[src/rtl/cpu_seq_pkg.sv]
// cpu_seq_pkg: shared types for the CPU command sequencer.
// Command bundle layout and sequencer FSM states.
package cpu_seq_pkg;

  localparam int CMD_W = 24;

  typedef enum logic [1:0] {
    IDLE,
    ISSUE,
    WAIT,
    RESP
  } seq_state_t;

  typedef struct packed {
    logic [7:0] opcode;
    logic [7:0] addr;
    logic [7:0] data;
  } cmd_t;

endpackage

[src/rtl/cpu_seq_fifo.sv]
// cpu_seq_fifo: synchronous command FIFO with a registered
// occupancy count; full/empty come straight from that count.
module cpu_seq_fifo
  import cpu_seq_pkg::*;
#(
  parameter int DEPTH = 4
) (
  input  logic clk,
  input  logic rst,
  input  logic push,
  input  logic pop,
  input  cmd_t wdata,
  output cmd_t rdata,
  output logic full,
  output logic empty
);

  localparam int AW = (DEPTH > 1) ? $clog2(DEPTH) : 1;
  localparam logic [AW:0] FULL_CNT = (AW + 1)'(DEPTH);

  cmd_t          mem [DEPTH];
  logic [AW-1:0] wptr;
  logic [AW-1:0] rptr;
  logic [AW:0]   cnt;
  logic          do_push;
  logic          do_pop;

  assign full    = (cnt == FULL_CNT);
  assign empty   = (cnt == '0);
  assign do_push = push && !full;
  assign do_pop  = pop && !empty;
  assign rdata   = mem[rptr];

  // DEPTH is a power of two, so the pointers wrap naturally.
  always_ff @(posedge clk or posedge rst) begin
    if (rst) begin
      wptr <= '0;
      rptr <= '0;
      cnt  <= '0;
    end else begin
      if (do_push) wptr <= wptr + 1'b1;
      if (do_pop)  rptr <= rptr + 1'b1;
      unique case ({do_push, do_pop})
        2'b10:   cnt <= cnt + 1'b1;
        2'b01:   cnt <= cnt - 1'b1;
        default: cnt <= cnt;
      endcase
    end
  end

  always_ff @(posedge clk) begin
    if (do_push) mem[wptr] <= wdata;
  end

endmodule

[src/rtl/cpu_cmd_sequencer.sv]
// cpu_cmd_sequencer: queues host commands, strobes them into a CPU
// core and returns its result. SEQ_CMD_COUNT_EN adds cmd_count.
module cpu_cmd_sequencer
  import cpu_seq_pkg::*;
#(
  parameter int FIFO_DEPTH = 4,
  parameter int RESP_LAT   = 2
) (
  input  logic       clk,
  input  logic       rst,
  input  logic       cmd_valid,
  output logic       cmd_ready,
  input  logic [7:0] cmd_opcode,
  input  logic [7:0] cmd_addr,
  input  logic [7:0] cmd_data,
  output logic [7:0] cpu_opcode,
  output logic [7:0] cpu_addr,
  output logic [7:0] cpu_data,
  output logic       cpu_ena,
  input  logic [7:0] cpu_result,
  output logic       rsp_valid,
  input  logic       rsp_ready,
  output logic [7:0] rsp_data,
  output logic [7:0] rsp_opcode,
`ifdef SEQ_CMD_COUNT_EN
  output logic [7:0] cmd_count,
`endif
  output logic       busy
);

  localparam logic [3:0] LAT_LOAD = 4'(RESP_LAT - 1);

  seq_state_t state;
  seq_state_t next;
  cmd_t       push_cmd;
  cmd_t       head;
  logic       fifo_full;
  logic       fifo_empty;
  logic       fifo_pop;
  logic       load_cmd;
  logic       capture;
  logic       rsp_done;
  logic [3:0] wait_cnt;

  assign push_cmd  = {cmd_opcode, cmd_addr, cmd_data};
  assign cmd_ready = !fifo_full;
  assign cpu_ena   = (state == ISSUE);
  assign busy      = (state != IDLE) || !fifo_empty;

  cpu_seq_fifo #(
    .DEPTH(FIFO_DEPTH)
  ) u_fifo (
    .clk  (clk),
    .rst  (rst),
    .push (cmd_valid),
    .pop  (fifo_pop),
    .wdata(push_cmd),
    .rdata(head),
    .full (fifo_full),
    .empty(fifo_empty)
  );

  always_ff @(posedge clk or posedge rst) begin
    if (rst) state <= IDLE;
    else     state <= next;
  end

  always_comb begin
    next     = state;
    fifo_pop = 1'b0;
    load_cmd = 1'b0;
    capture  = 1'b0;
    rsp_done = 1'b0;
    unique case (state)
      IDLE: begin
        if (!fifo_empty) begin
          next     = ISSUE;
          fifo_pop = 1'b1;
          load_cmd = 1'b1;
        end
      end
      ISSUE: next = WAIT;
      WAIT: begin
        if (wait_cnt == 4'd0) begin
          next    = RESP;
          capture = 1'b1;
        end
      end
      RESP: begin
        if (rsp_ready) begin
          rsp_done = 1'b1;
          // Chain straight into the next command when one is queued.
          if (!fifo_empty) begin
            next     = ISSUE;
            fifo_pop = 1'b1;
            load_cmd = 1'b1;
          end else begin
            next = IDLE;
          end
        end
      end
      default: next = IDLE;
    endcase
  end

  always_ff @(posedge clk or posedge rst) begin
    if (rst) begin
      cpu_opcode <= '0;
      cpu_addr   <= '0;
      cpu_data   <= '0;
      wait_cnt   <= '0;
      rsp_valid  <= 1'b0;
      rsp_data   <= '0;
      rsp_opcode <= '0;
    end else begin
      if (load_cmd) begin
        cpu_opcode <= head.opcode;
        cpu_addr   <= head.addr;
        cpu_data   <= head.data;
      end
      if (state == ISSUE)
        wait_cnt <= LAT_LOAD;
      else if (state == WAIT && wait_cnt != 4'd0)
        wait_cnt <= wait_cnt - 4'd1;
      if (capture) begin
        rsp_valid  <= 1'b1;
        rsp_data   <= cpu_result;
        rsp_opcode <= cpu_opcode;
      end else if (rsp_done) begin
        rsp_valid  <= 1'b0;
      end
    end
  end

`ifdef SEQ_CMD_COUNT_EN
  always_ff @(posedge clk or posedge rst) begin
    if (rst)           cmd_count <= '0;
    else if (rsp_done) cmd_count <= cmd_count + 8'd1;
  end
`endif

endmodule
[config.mk]
export PLATFORM = sky130hd
export DESIGN_NAME = cpu_cmd_sequencer
export DESIGN_NICKNAME = d
export VERILOG_FILES = /design/src/rtl/cpu_seq_pkg.sv /design/src/rtl/cpu_seq_fifo.sv /design/src/rtl/cpu_cmd_sequencer.sv
export SDC_FILE = /design/constraint.sdc
export NUM_CORES = 1
export LEC_CHECK = 0
export CORE_ASPECT_RATIO = 0.6
export CORE_MARGIN = 4
export CORE_UTILIZATION = 54
export CTS_CLUSTER_DIAMETER = 200
export DETAILED_ROUTE_END_ITERATION = 8
export PLACE_DENSITY = 0.76
export SKIP_LAST_GASP = 1
export SYNTH_ARGS = -nofsm -noshare
export SYNTH_HDL_FRONTEND = slang
export SYNTH_SLANG_ARGS = --single-unit
[constraint.sdc]
create_clock -name clk -period 2.79 [get_ports clk]
set_input_delay 0.558 -clock clk [delete_from_list [all_inputs] [get_ports clk]]
set_output_delay 0.558 -clock clk [all_outputs]
set_load 0.1 [all_outputs]
==> metrics.md <==
| Metric | Value |
|---|---|
| Die Ht | `88.1 um` |
| CP max FO | `4` |
| ANT nets after route | `0` |
| Ports | `80` |
| Sequential Area | `roughly 4200 um2` |
| Root buffer cell | `clkbuf_16` |
| Clock skew | `0.00649 ns` |
| Netlist cell types | `31` |
| Share of layout cells above drive strength 1 | `0.383` |
| Run status | `finished, final reports clean` |
| Kind of critical path | `reg2out` |
| Avg WL per Cell | `19.9 um` |
| Gpl congestion | `0.795` |
| Die X | `142 um` |
| Multi-input gate area | `1460 um2` |
| CTS buffer count | `17` |
| Synth Area per Inst | `19.7 um2` |
| Mapped cell area | `between 5000 and 6000 um2` |
| Antenna Cells | `0` |
| Clock buffer depth | `2` |
| Register bit total from synthesis | `150` |
| Die area | `approximately 12,000 um2` |
| Upper clock frequency limit | `0.439 GHz` |
| First-pass GRT wire length | `17,300 um` |
| Syn nets | `about 340` |
| Sink Count | `150` |
| Vias | `2,911` |
| Worst Hold Class | `reg2reg` |
| Post-synth EDFFs | `96` |
| Async S/R FF share, synth | `0.360` |
| 1st-iter DRT viols | `162` |
| Yosys warnings | `0` |
| Final Setup Violations | `0` |
| Area grow syn2layout | `26.2%` |
| Antenna violations before repair | `0` |
| Final Critical Period | `~2.3 ns` |
| Fin Setup TNS | `0 ns` |
| CTS tree | `done` |
| TritonRoute pass-1 iters | `4` |
| Reg2reg path depth | `9` |
| RSZ-0062 raised after global routing | `no` |
| IO buf count | `79` |
| Critical Path Start | `u_fifo.cnt[0]` |
| Worst Tran Pin Value | `~0.7 ns` |
| Dpl hpwl | `around 7000 um` |
| Top FF cell, synth | `edfxtp_1` |
| WL final | `about 11,000 um` |
| Number of fill cells | `635` |
| CP required | `2.23 ns` |
| Number of global-route vias before repair | `3,149` |
| Max Slew Vio Count | `0` |
| Row count | `28` |
| Max-slew headroom | `0.542` |
| Starting Density | `0.569` |
| Arrival @ worst endpoint | `1.72 ns` |
| Nature of the critical path endpoint | `output port` |
| Maxcap violations | `0` |
| Reg-to-reg endpoint | `u_fifo.cnt[2]` |
| Critical Path End | `busy` |
| CTS clk-pin slew, worst paths | `0.06 ns` |
| GRT Util Overall | `0.190` |
| Reg2Reg Setup Slack | `0.62 ns` |
| CTS H-tree lvls | `4` |
| Vias/cell | `5.39` |
| Clock Latency Late Sink | `0.41 ns` |
| Final period util | `0.817` |
| Hold buffer count at cts | `0` |
| Final routed DRC violation total | `0` |
| Post CTS Setup Buffer Count | `0` |
| Post-synthesis sequential area ratio | `0.733` |
| CORE AREA | `10,200 um2` |
| Largest net degree at the start of global routing | `31` |
| Reg-to-Reg Start | `state[0]` |
| Mapped Cells | `293` |
| Nets@finish | `441` |
| CP Launch Type | `flop` |
| Resized Gates After CTS | `0` |
| Final hold vios | `0` |
| Grt total ovfl | `0` |
-- through the flow --
stage	instance area, um2	worst slack (ns)	utilization	hold WS [ns]	instances
2_1_floorplan	5780	0.223	-	0.469	293
3_3_place_gp	6690	0.367	0.658	0.467	508
3_5_place_dp	6690	0.333	0.658	0.468	508
4_1_cts	7290	0.493	0.718	0.481	540
5_1_grt	7290	0.418	0.718	0.498	540
6_report	7290	0.511	0.718	0.480	540
-- worst min path at each step --
stage	startpoint	endpoint	slack, ns	cells after the start
after floorplan	u_fifo.cnt[0]	u_fifo.cnt[0]	0.47	1
after global placement	rsp_valid	rsp_valid	0.47	1
after detailed placement	rsp_valid	rsp_valid	0.47	1
after CTS	rsp_valid	rsp_valid	0.48	1
after global routing	rsp_valid	rsp_valid	0.50	1
final	rsp_valid	rsp_valid	0.48	1
-- cell families (layout without fill, tap and decap cells) --
group	after synthesis	after routing	share of synthesized area
AO/OA/AOI/OAI	7	7	0.00780
buffers and inverters	23	135	0.0169
multiplexers	66	66	0.175
flip-flops	150	150	0.733
adder cells (fa/ha/maj)	13	13	0.0294
XOR/XNOR	9	9	0.0136
AND/OR/NAND/NOR	25	25	0.0243
-- synthesized netlist by cell type, drive strengths merged, types with 2 or more instances --
| cell type | n | share of area |
|---|---|---|
| a21oi | 2 | 0.0017 |
| and2 | 2 | 0.0022 |
| and3 | 4 | 0.0043 |
| buf | 8 | 0.0071 |
| clkbuf | 2 | 0.0013 |
| dfrtp | 54 | 0.23 |
| edfxtp | 96 | 0.50 |
| ha | 12 | 0.026 |
| inv | 13 | 0.0084 |
| mux2 | 41 | 0.080 |
| mux4 | 24 | 0.094 |
| nand2 | 4 | 0.0026 |
| nand2b | 2 | 0.0022 |
| nand3 | 3 | 0.0026 |
| nor2 | 5 | 0.0037 |
| nor3 | 3 | 0.0035 |
| o21ai | 2 | 0.0017 |
| xnor2 | 4 | 0.0061 |
| xor2 | 5 | 0.0076 |
-- placed cells by master (no fill, tap or decap), types with 5 or more instances in the layout --
cell and n:
mux2_2 41, clkdlybuf4s50_1 35, edfxtp_1 96, mux4_2 24
inv_1 12, xor2_1 5, buf_4 54, ha_1 12
dfrtp_1 53, clkbuf_16 17
-- area by class of cell --
class	instances	area share
clock buffer	17	0.0583
clock inverter	15	0.0247
timing repair buffer	90	0.106
inverter	13	0.00669
tap	135	0.0232
sequential	150	0.581
multi-input combinational	120	0.200
-- per-layer routing --
layer  global-route usage  up-vias  part of all wire
met2                0.300       83              0.48
met5                    0        -                 0
met3               0.0546        9             0.059
li1                     -     1326                 -
met4               0.0714        0             0.011
met1                0.257     1493              0.45
-- worst max-delay path: stages, from the launching register on --
cell and delay [ns]:
dfrtp_1 0.41, nor3_1 0.52, nand2_1 0.13, buf_4 0.26
-- registers in the layout, summed over array words and instances, names as in the netlist, 3 cells and up --
name,flops
rsp_data,8
cpu_addr,8
cpu_opcode,8
wait_cnt,4
u_fifo.cnt,3
rsp_opcode,8
cpu_data,8
u_fifo.mem,96
Power is not shown: default switching activity piles up to over one toggle a cycle in this logic, so the estimate is an artifact.
